**src/rtl/mult_sequencer_if.sv**
```systemverilog
// Multiply request handshake between the requester and mult_sequencer.
interface mult_sequencer_if #(
   parameter int unsigned W = 8
);
   logic           start;
   logic [W-1:0]   a;
   logic [W-1:0]   b;
   logic           busy;
   logic           done;
   logic [2*W-1:0] product;

   modport master (output start, a, b, input busy, done, product);
   modport slave  (input start, a, b, output busy, done, product);
endinterface

```
**src/rtl/mult_sequencer.sv**
```systemverilog
// W x W unsigned multiply built by iterating an external 2x2 multiplier over
// all digit pairs and accumulating the shifted 4-bit partial products.
module mult_sequencer #(
   parameter int unsigned W = 8
) (
   input  logic             clk,
   input  logic             rst_n,
   mult_sequencer_if.slave  bus,
   output logic [1:0]       mul_a,
   output logic [1:0]       mul_b,
   input  logic [3:0]       mul_p
);

   localparam int unsigned D  = W / 2;
   localparam int unsigned PW = 2 * W;
   localparam int unsigned CW = (D > 1) ? $clog2(D) : 1;
   localparam int unsigned SW = CW + 2;

   typedef enum logic [0:0] {IDLE, CALC} state_e;

   state_e          state_q, state_d;
   logic [W-1:0]    a_r_q, a_r_d;
   logic [W-1:0]    b_r_q, b_r_d;
   logic [CW-1:0]   i_q, i_d;
   logic [CW-1:0]   j_q, j_d;
   logic [PW-1:0]   acc_q, acc_d;
   logic [PW-1:0]   product_q, product_d;
   logic            done_q, done_d;

   logic            last_pair;
   logic [SW-1:0]   shamt;
   logic [PW-1:0]   term;

   always_ff @(posedge clk) begin
      if (!rst_n) begin
         state_q   <= IDLE;
         a_r_q     <= '0;
         b_r_q     <= '0;
         i_q       <= '0;
         j_q       <= '0;
         acc_q     <= '0;
         product_q <= '0;
         done_q    <= 1'b0;
      end else begin
         state_q   <= state_d;
         a_r_q     <= a_r_d;
         b_r_q     <= b_r_d;
         i_q       <= i_d;
         j_q       <= j_d;
         acc_q     <= acc_d;
         product_q <= product_d;
         done_q    <= done_d;
      end
   end

   assign last_pair = (i_q == CW'(D - 1)) && (j_q == CW'(D - 1));

   always_comb begin
      state_d = state_q;
      case (state_q)
         IDLE:    if (bus.start) state_d = CALC;
         CALC:    if (last_pair) state_d = IDLE;
         default: state_d = IDLE;
      endcase
   end

   // Partial product weight is 4^(i+j), i.e. a left shift by 2(i+j).
   assign shamt = {(SW - 1)'(i_q) + (SW - 1)'(j_q), 1'b0};
   assign term  = PW'(mul_p) << shamt;

   always_comb begin
      a_r_d     = a_r_q;
      b_r_d     = b_r_q;
      i_d       = i_q;
      j_d       = j_q;
      acc_d     = acc_q;
      product_d = product_q;
      done_d    = 1'b0;
      mul_a     = 2'b00;
      mul_b     = 2'b00;
      case (state_q)
         IDLE: begin
            if (bus.start) begin
               a_r_d = bus.a;
               b_r_d = bus.b;
               i_d   = '0;
               j_d   = '0;
               acc_d = '0;
            end
         end
         CALC: begin
            mul_a = a_r_q[{i_q, 1'b0} +: 2];
            mul_b = b_r_q[{j_q, 1'b0} +: 2];
            if (last_pair) begin
               product_d = acc_q + term;
               done_d    = 1'b1;
               acc_d     = '0;
               i_d       = '0;
               j_d       = '0;
            end else begin
               acc_d = acc_q + term;
               if (j_q == CW'(D - 1)) begin
                  j_d = '0;
                  i_d = i_q + CW'(1);
               end else begin
                  j_d = j_q + CW'(1);
               end
            end
         end
         default: ;
      endcase
   end

   assign bus.busy    = (state_q == CALC);
   assign bus.done    = done_q;
   assign bus.product = product_q;

endmodule

```
**src/flat_wrapper.sv**
```systemverilog
// flat-port wrapper written by rule: the top's interface ports become plain ports
module mult_sequencer_flat 
#(
   parameter int unsigned W = 8
)
  (clk, rst_n, mul_a, mul_b, mul_p, bus_start, bus_a, bus_b, bus_busy, bus_done, bus_product);
  mult_sequencer_if #(.W(W)) bus_i ();
  input  logic clk;
  input  logic rst_n;
  output logic [1:0] mul_a;
  output logic [1:0] mul_b;
  input  logic [3:0] mul_p;
  input wire logic [$bits(bus_i.start)-1:0] bus_start;
  input wire logic [$bits(bus_i.a)-1:0] bus_a;
  input wire logic [$bits(bus_i.b)-1:0] bus_b;
  output wire logic [$bits(bus_i.busy)-1:0] bus_busy;
  output wire logic [$bits(bus_i.done)-1:0] bus_done;
  output wire logic [$bits(bus_i.product)-1:0] bus_product;
  assign bus_i.start = bus_start;
  assign bus_i.a = bus_a;
  assign bus_i.b = bus_b;
  assign bus_busy = bus_i.busy;
  assign bus_done = bus_i.done;
  assign bus_product = bus_i.product;
  mult_sequencer #(.W(W)) u_core (.clk(clk), .rst_n(rst_n), .bus(bus_i), .mul_a(mul_a), .mul_b(mul_b), .mul_p(mul_p));
endmodule
```
**config.mk**
```make
export PLATFORM = sky130hd
export DESIGN_NAME = mult_sequencer_flat
export DESIGN_NICKNAME = d
export VERILOG_FILES = /design/src/rtl/mult_sequencer_if.sv /design/src/rtl/mult_sequencer.sv /design/src/flat_wrapper.sv
export SDC_FILE = /design/constraint.sdc
export NUM_CORES = 1
export LEC_CHECK = 0
export CAP_MARGIN = 15
export CORE_UTILIZATION = 43
export CTS_CLUSTER_SIZE = 28
export DETAILED_ROUTE_END_ITERATION = 8
export HOLD_SLACK_MARGIN = 0.15
export PLACE_DENSITY_LB_ADDON = 0.08
export SLEW_MARGIN = 15
export SYNTH_ARGS = -nofsm -noshare
export SYNTH_HDL_FRONTEND = slang
export SYNTH_SLANG_ARGS = --single-unit
```
**constraint.sdc**
```tcl
create_clock -name clk -period 7.58 [get_ports clk]
set_clock_uncertainty 0.05 [all_clocks]
set_input_delay 0.758 -clock clk [delete_from_list [all_inputs] [get_ports clk]]
set_output_delay 0.758 -clock clk [all_outputs]
set_load 0.05 [all_outputs]
```
==> qor.txt, run 1 <==
Fin cells -> 427
DRC violations left -> 0
Cell count of the worst hold path -> 2
Number of vias in the routed layout -> 2316
Drt initial violations -> 113
Total wirelength of the detailed-routed design -> 6210 um
Router iterations before antenna repair -> 4
Initial standard-cell utilization of the core -> 0.443
GRT Overall Usage -> 0.188
Ys Warns -> 0
Total die area -> 6870 um^2
Post-Syn Area per Cell -> 9.02 um^2
Count of pins over their slew limit -> 0
Count leader, synth -> sky130_fd_sc_hd__dfxtp_1
Core footprint -> 6350 um^2
Wire length of the first global-routing pass -> 10800 um
Worst-path fanout max -> 9
Clk Latency, worst-skew pair -> 310 ps
Routed wire length per instance -> 14.5 um
Die span in x -> 82.9 um
Number of gates given a new drive strength after cts -> 0
Worst path setup slack after routing -> 4080 ps
Unrepaired setup endpoints after global routing -> no
Type of the worst setup path -> reg -> reg
Primary flip-flop cell chosen by synthesis mapping -> sky130_fd_sc_hd__dfxtp_1
Clock sink count -> 54
Area share of the largest cell type after synthesis -> 0.384
Count of endpoints failing hold in the final timing report -> 0
GRT Residual Overflow -> 0
Required time of the critical path -> 7740 ps
DR vias/cell -> 5.42
Final setup violating endpoints -> 0
Number of instances in the synthesized netlist -> 312
Count of H-tree levels built during CTS -> 2
Die Y -> 82.9 um
Tightest Pin Transition -> 976 ps
FMAX -> 0.286 GHz
Largest vdd supply drop -> 0.0000693 V
Minimum period implied by the final worst setup slack -> 3500 ps
Result of the run -> complete, no violations
Slew Limit Headroom -> 0.348
CTS hold repair buffers -> 0
HPWL reported at the end of detailed placement -> 4560 um
CTS tree -> built
Type of the tightest min-delay check -> reg -> reg
Maximum buffer depth of the clock tree -> 2
P per Cell Area -> 161 nW/um^2
Largest net degree at the start of global routing -> 29
Most common library cells after synthesis -> 54 x sky130_fd_sc_hd__dfxtp_1, 44 x sky130_fd_sc_hd__nand2_1, 34 x sky130_fd_sc_hd__a21oi_1, 26 x sky130_fd_sc_hd__a22o_1, 24 x sky130_fd_sc_hd__nor2_1
Std cell rows -> 29
Unique cell type count in the Yosys netlist -> 45
Crit path capture type -> flop
Number of antenna diodes -> 0
CTS root buffer -> sky130_fd_sc_hd__clkbuf_8
Fraction of layout instances using a drive strength above 1 -> 0.0600
Async set-reset flop share out of synthesis -> 0
Post-CTS repair timing setup buffer count -> 0
Worst hold slack after final layout -> 410 ps
Number of enable flip-flop cells after synthesis -> 0
Cell count after placement -> 419
Fraction of the core area covered by cells at the end of the flow -> 0.531
Cell count of the worst reg-to-reg path -> 13
Area overhead of the layout relative to synthesis -> 19.7%
Leakage -> 1.32 nW
Clk slew on worst S/H paths -> 110 ps
Routability-driven placement congestion ratio -> 0.820
Sequential fraction of the synthesis area -> 0.384
Synth Cell Area -> 2820 um^2
Cell type with the highest aggregate area in the netlist -> sky130_fd_sc_hd__dfxtp_1
Post-place setup slack -> 4110 ps
Number of synthesized register bits -> 54
I/O pin total -> 45
Final critical-path share of the clock period -> 0.462
Initial antenna violation count -> 0
Worst Path Arrival -> 3660 ps
Syn Nets -> 355
Detail Route Antenna Nets -> 0
Final sum of negative setup slack -> 0 ps
Number of CTS-inserted buffers -> 5
Reported max-cap violation count -> 0
# port buffers -> 44
Total number of nets in the final design -> 392
Number of global-route vias before repair -> 2273
Setup crit start kind -> flop
Biggest area contributors in the synthesized netlist -> sky130_fd_sc_hd__dfxtp_1 38%, sky130_fd_sc_hd__a22o_1 8.1%, sky130_fd_sc_hd__ha_1 8.0%
[report_power, final]
group / internal (mW) / switching, mW / total, mW
sequential: 0.291 / 0.00627 / 0.298
combinational: 0.0311 / 0.0395 / 0.0706
clock: 0.0688 / 0.104 / 0.173
[registers in the layout, summed over array words and instances (netlist names)]
name / cells
u_core.acc_q: 16
u_core.bus.product: 16
u_core.a_r_q: 8
u_core.b_r_q: 8
u_core.i_q: 2
u_core.j_q: 2
u_core.bus.busy: 1
u_core.bus.done: 1
[kinds of logic (layout without fill, tap and decap cells)]
family | after synthesis | count (layout) | share of synthesized area
XOR/XNOR | 15 | 15 | 0.0467
multiplexers | 7 | 7 | 0.0427
AO/OA/AOI/OAI | 94 | 94 | 0.231
buffers and inverters | 20 | 58 | 0.0364
flip-flops | 54 | 54 | 0.384
AND/OR/NAND/NOR | 102 | 102 | 0.165
adder cells (fa/ha/maj) | 20 | 20 | 0.0942
[worst paths after layout]
check        slack [ps]                    startpoint                                  end
max                4080    u_core.i_q[0]$_SDFFE_PN0P_  u_core.bus.product[12]$_SDFFE_PN0P_
min                 410  u_core.b_r_q[7]$_SDFFE_PN0P_         u_core.b_r_q[7]$_SDFFE_PN0P_
max reg2reg        4080    u_core.i_q[0]$_SDFFE_PN0P_  u_core.bus.product[12]$_SDFFE_PN0P_
min reg2reg         410  u_core.b_r_q[7]$_SDFFE_PN0P_         u_core.b_r_q[7]$_SDFFE_PN0P_
[per-layer routing]
| metal | GRT usage | share of wire | vias up |
|---|---|---|---|
| met4 | 0.0423 | 0.0090 | 0 |
| met3 | 0.0308 | 0.040 | 6 |
| met5 | 0 | 0 | - |
| met2 | 0.309 | 0.46 | 48 |
| met1 | 0.260 | 0.49 | 1063 |
| li1 | - | - | 1199 |
[critical path: stages, from the launching register on]
cell,delay (ps)
sky130_fd_sc_hd__dfxtp_1,480
sky130_fd_sc_hd__ha_1,200
sky130_fd_sc_hd__inv_1,50
sky130_fd_sc_hd__fa_1,640
sky130_fd_sc_hd__nor2_1,80
sky130_fd_sc_hd__a31oi_1,200
sky130_fd_sc_hd__nor2b_1,80
sky130_fd_sc_hd__ha_1,370
sky130_fd_sc_hd__a211o_1,330
sky130_fd_sc_hd__a31oi_2,240
sky130_fd_sc_hd__o311ai_1,160
sky130_fd_sc_hd__a21oi_1,200
sky130_fd_sc_hd__xnor2_1,100
sky130_fd_sc_hd__a22o_1,200
[area by class of cell]
cell class / instances / area, um^2
fill: 614 / 2980
multi-input combinational: 238 / 1630
sequential: 54 / 1080
timing repair buffer: 44 / 440
tap: 77 / 96.3
clock buffer: 5 / 68.8
clock inverter: 3 / 28.8
inverter: 6 / 22.5
[per-stage QoR]
step / total power, mW / area [um^2]
after floorplan: 0.351 / 2820
after CTS: 0.549 / 3370
final: 0.541 / 3370
after global routing: 0.569 / 3370
after global placement: 0.375 / 3270
after detailed placement: 0.375 / 3270
[cells in the final DEF (no fill, tap or decap), types with 5 or more instances in the layout]
cell	netlist	final
sky130_fd_sc_hd__dfxtp_1	54	54
sky130_fd_sc_hd__nand2_1	44	44
sky130_fd_sc_hd__clkdlybuf4s50_1	0	44
sky130_fd_sc_hd__a21oi_1	34	34
sky130_fd_sc_hd__a22o_1	26	26
sky130_fd_sc_hd__nor2_1	24	24
sky130_fd_sc_hd__ha_1	18	18
sky130_fd_sc_hd__xnor2_1	11	11
sky130_fd_sc_hd__and2_1	7	7
sky130_fd_sc_hd__a22oi_1	6	6
sky130_fd_sc_hd__o21ai_0	6	6
sky130_fd_sc_hd__inv_1	5	5
sky130_fd_sc_hd__nand2b_1	5	5
sky130_fd_sc_hd__nor2b_1	5	5
sky130_fd_sc_hd__nand3_1	5	5
sky130_fd_sc_hd__clkbuf_8	0	5
Power figures use the tool's default switching activity.
==> run 2, diff against run 1 <==
Clock period 7.58 ns to 3.52 ns, I/O delays scaled along.
==> qor.txt, run 2 (synthesis results as in run 1) <==
Result of the run -> complete, no violations
Power Total -> 1.14 mW
Cell count of the worst reg-to-reg path -> 12
Clk Latency, worst-skew pair -> 300 ps
Wire length of the first global-routing pass -> 10700 um
Fin cells -> 430
Minimum period implied by the final worst setup slack -> 3250 ps
Count of H-tree levels built during CTS -> 2
Number of gates given a new drive strength after cts -> 0
Total die area -> 6870 um^2
Drt initial violations -> 121
Hold Crit Start -> u_core.a_r_q[5]$_SDFFE_PN0P_
Post-CTS repair timing setup buffer count -> 0
Highest routing layer actually used -> met4
Worst r2r src -> u_core.j_q[1]$_SDFFE_PN0P_
Number of vias in the routed layout -> 2315
Slew Limit Headroom -> 0.345
Detail Route Antenna Nets -> 0
Top library cells by usage in the layout, fill and taps aside -> 54 x sky130_fd_sc_hd__dfxtp_1, 44 x sky130_fd_sc_hd__nand2_1, 44 x sky130_fd_sc_hd__clkdlybuf4s50_1, 34 x sky130_fd_sc_hd__a21oi_1, 26 x sky130_fd_sc_hd__a22o_1
Number of global-route vias before repair -> 2298
Clock sink count -> 54
Maximum buffer depth of the clock tree -> 2
Unrepaired setup endpoints after global routing -> no
Routed met2 length -> 2870 um
FMAX -> 0.308 GHz
Count of pins over their slew limit -> 0
Capture point of the worst reg-to-reg path -> u_core.bus.product[10]$_SDFFE_PN0P_
Type of the worst setup path -> reg -> reg
Switching power summed over all nets -> 306 uW
Number of fillers in the final layout -> 619
Final critical-path share of the clock period -> 0.923
HPWL reported at the end of detailed placement -> 4650 um
Clk slew on worst S/H paths -> 100 ps
# port buffers -> 44
Leakage -> 1.33 nW
Sum of met3 wire segment lengths after detailed routing -> 208 um
Total routed wire length on the met1 layer -> 3130 um
I/O pin total -> 45
R2R setup slack -> 270 ps
Cell count after placement -> 422
Core footprint -> 6350 um^2
Largest vdd supply drop -> 0.000209 V
P per Cell Area -> 337 nW/um^2
Total wirelength of the detailed-routed design -> 6290 um
Crit path capture type -> flop
Routed wire length per instance -> 14.6 um
Die span in x -> 82.9 um
DR vias/cell -> 5.38
Area taken by flip-flops and latches -> 1080 um^2
Reported max-cap violation count -> 0
Total number of nets in the final design -> 395
Switching part of the total -> 0.268
GRT Residual Overflow -> 0
Area overhead of the layout relative to synthesis -> 20.3%
Number of antenna diodes -> 0
Fraction of layout instances using a drive strength above 1 -> 0.0708
GRT Overall Usage -> 0.190
Combinational share of power -> 0.136
Fraction of the core area covered by cells at the end of the flow -> 0.533
Cell count of the worst hold path -> 2
Required time of the critical path -> 3670 ps
Initial standard-cell utilization of the core -> 0.443
Initial antenna violation count -> 0
Type of the tightest min-delay check -> reg -> reg
CTS tree -> built
Count of endpoints failing hold in the final timing report -> 0
DRC violations left -> 0
Worst Hold Endpoint -> u_core.a_r_q[5]$_SDFFE_PN0P_
Internal power -> 836 uW
Std cell rows -> 29
Worst-path fanout max -> 9
Setup crit start kind -> flop
Routability-driven placement congestion ratio -> 0.777
Tightest Pin Transition -> 980 ps
Part of the total power dissipated in the clock network -> 0.304
Launch point of the worst path -> u_core.j_q[1]$_SDFFE_PN0P_
Final setup violating endpoints -> 0
Power share of the sequential group -> 0.560
CTS root buffer -> sky130_fd_sc_hd__clkbuf_8
Most common library cell in the layout ignoring fill and taps -> sky130_fd_sc_hd__dfxtp_1
Number of CTS-inserted buffers -> 5
Die Y -> 82.9 um
Final sum of negative setup slack -> 0 ps
Router iterations before antenna repair -> 4
Worst Path Arrival -> 3400 ps
Largest net degree at the start of global routing -> 29
Total area of multi-input combinational cells -> 1630 um^2
CTS hold repair buffers -> 0
## run 2: stage by stage
step / setup WS (ps) / hold WS, ps / instance area [um^2]
floorplan: 280 / 383 / 2820
global placement: 277 / 392 / 3290
detailed placement: 252 / 393 / 3290
CTS: 227 / 408 / 3380
global route: 16.1 / 430 / 3390
finish: 271 / 405 / 3390
## run 2: final cells by class
cell class                 instances  share of cell area
sequential                        54               0.319
multi-input combinational        238               0.482
tap                               77              0.0284
clock buffer                       5              0.0203
inverter                           6             0.00665
timing repair buffer              47               0.137
clock inverter                     3             0.00628
## run 2: worst max-delay path by stage
stage	cells after the start	end
2_1_floorplan	14	u_core.acc_q[12]$_SDFFE_PN0P_
3_3_place_gp	12	u_core.bus.product[8]$_SDFFE_PN0P_
3_5_place_dp	12	u_core.acc_q[12]$_SDFFE_PN0P_
4_1_cts	12	u_core.bus.product[12]$_SDFFE_PN0P_
5_1_grt	12	u_core.acc_q[8]$_SDFFE_PN0P_
6_report	12	u_core.bus.product[10]$_SDFFE_PN0P_
## run 2: power groups by stage
| stage | Combinational [mW] | Clock (mW) | Sequential (mW) |
|---|---|---|---|
| 2_1_floorplan | 0.103 | 0 | 0.653 |
| 3_3_place_gp | 0.154 | 0 | 0.654 |
| 3_5_place_dp | 0.155 | 0 | 0.654 |
| 4_1_cts | 0.156 | 0.365 | 0.640 |
| 5_1_grt | 0.174 | 0.389 | 0.642 |
| 6_report | 0.155 | 0.347 | 0.639 |
## run 2: metal layers
layer / vias to the layer above / GRT usage
li1: 1195 / -
met1: 1068 / 0.261
met2: 46 / 0.301
met3: 6 / 0.0338
met4: 0 / 0.0658
met5: - / 0
## run 2: worst max-delay path, cell delays in order, from the launching register on
cell and delay [ps]:
sky130_fd_sc_hd__dfxtp_1 410, sky130_fd_sc_hd__inv_1 100, sky130_fd_sc_hd__fa_2 670, sky130_fd_sc_hd__nor2_1 70, sky130_fd_sc_hd__a31oi_1 190, sky130_fd_sc_hd__nor2b_1 80
sky130_fd_sc_hd__ha_1 360, sky130_fd_sc_hd__a211o_1 330, sky130_fd_sc_hd__a31oi_2 230, sky130_fd_sc_hd__o31ai_1 130, sky130_fd_sc_hd__a21oi_1 210, sky130_fd_sc_hd__xnor2_1 110
sky130_fd_sc_hd__a22o_1 200
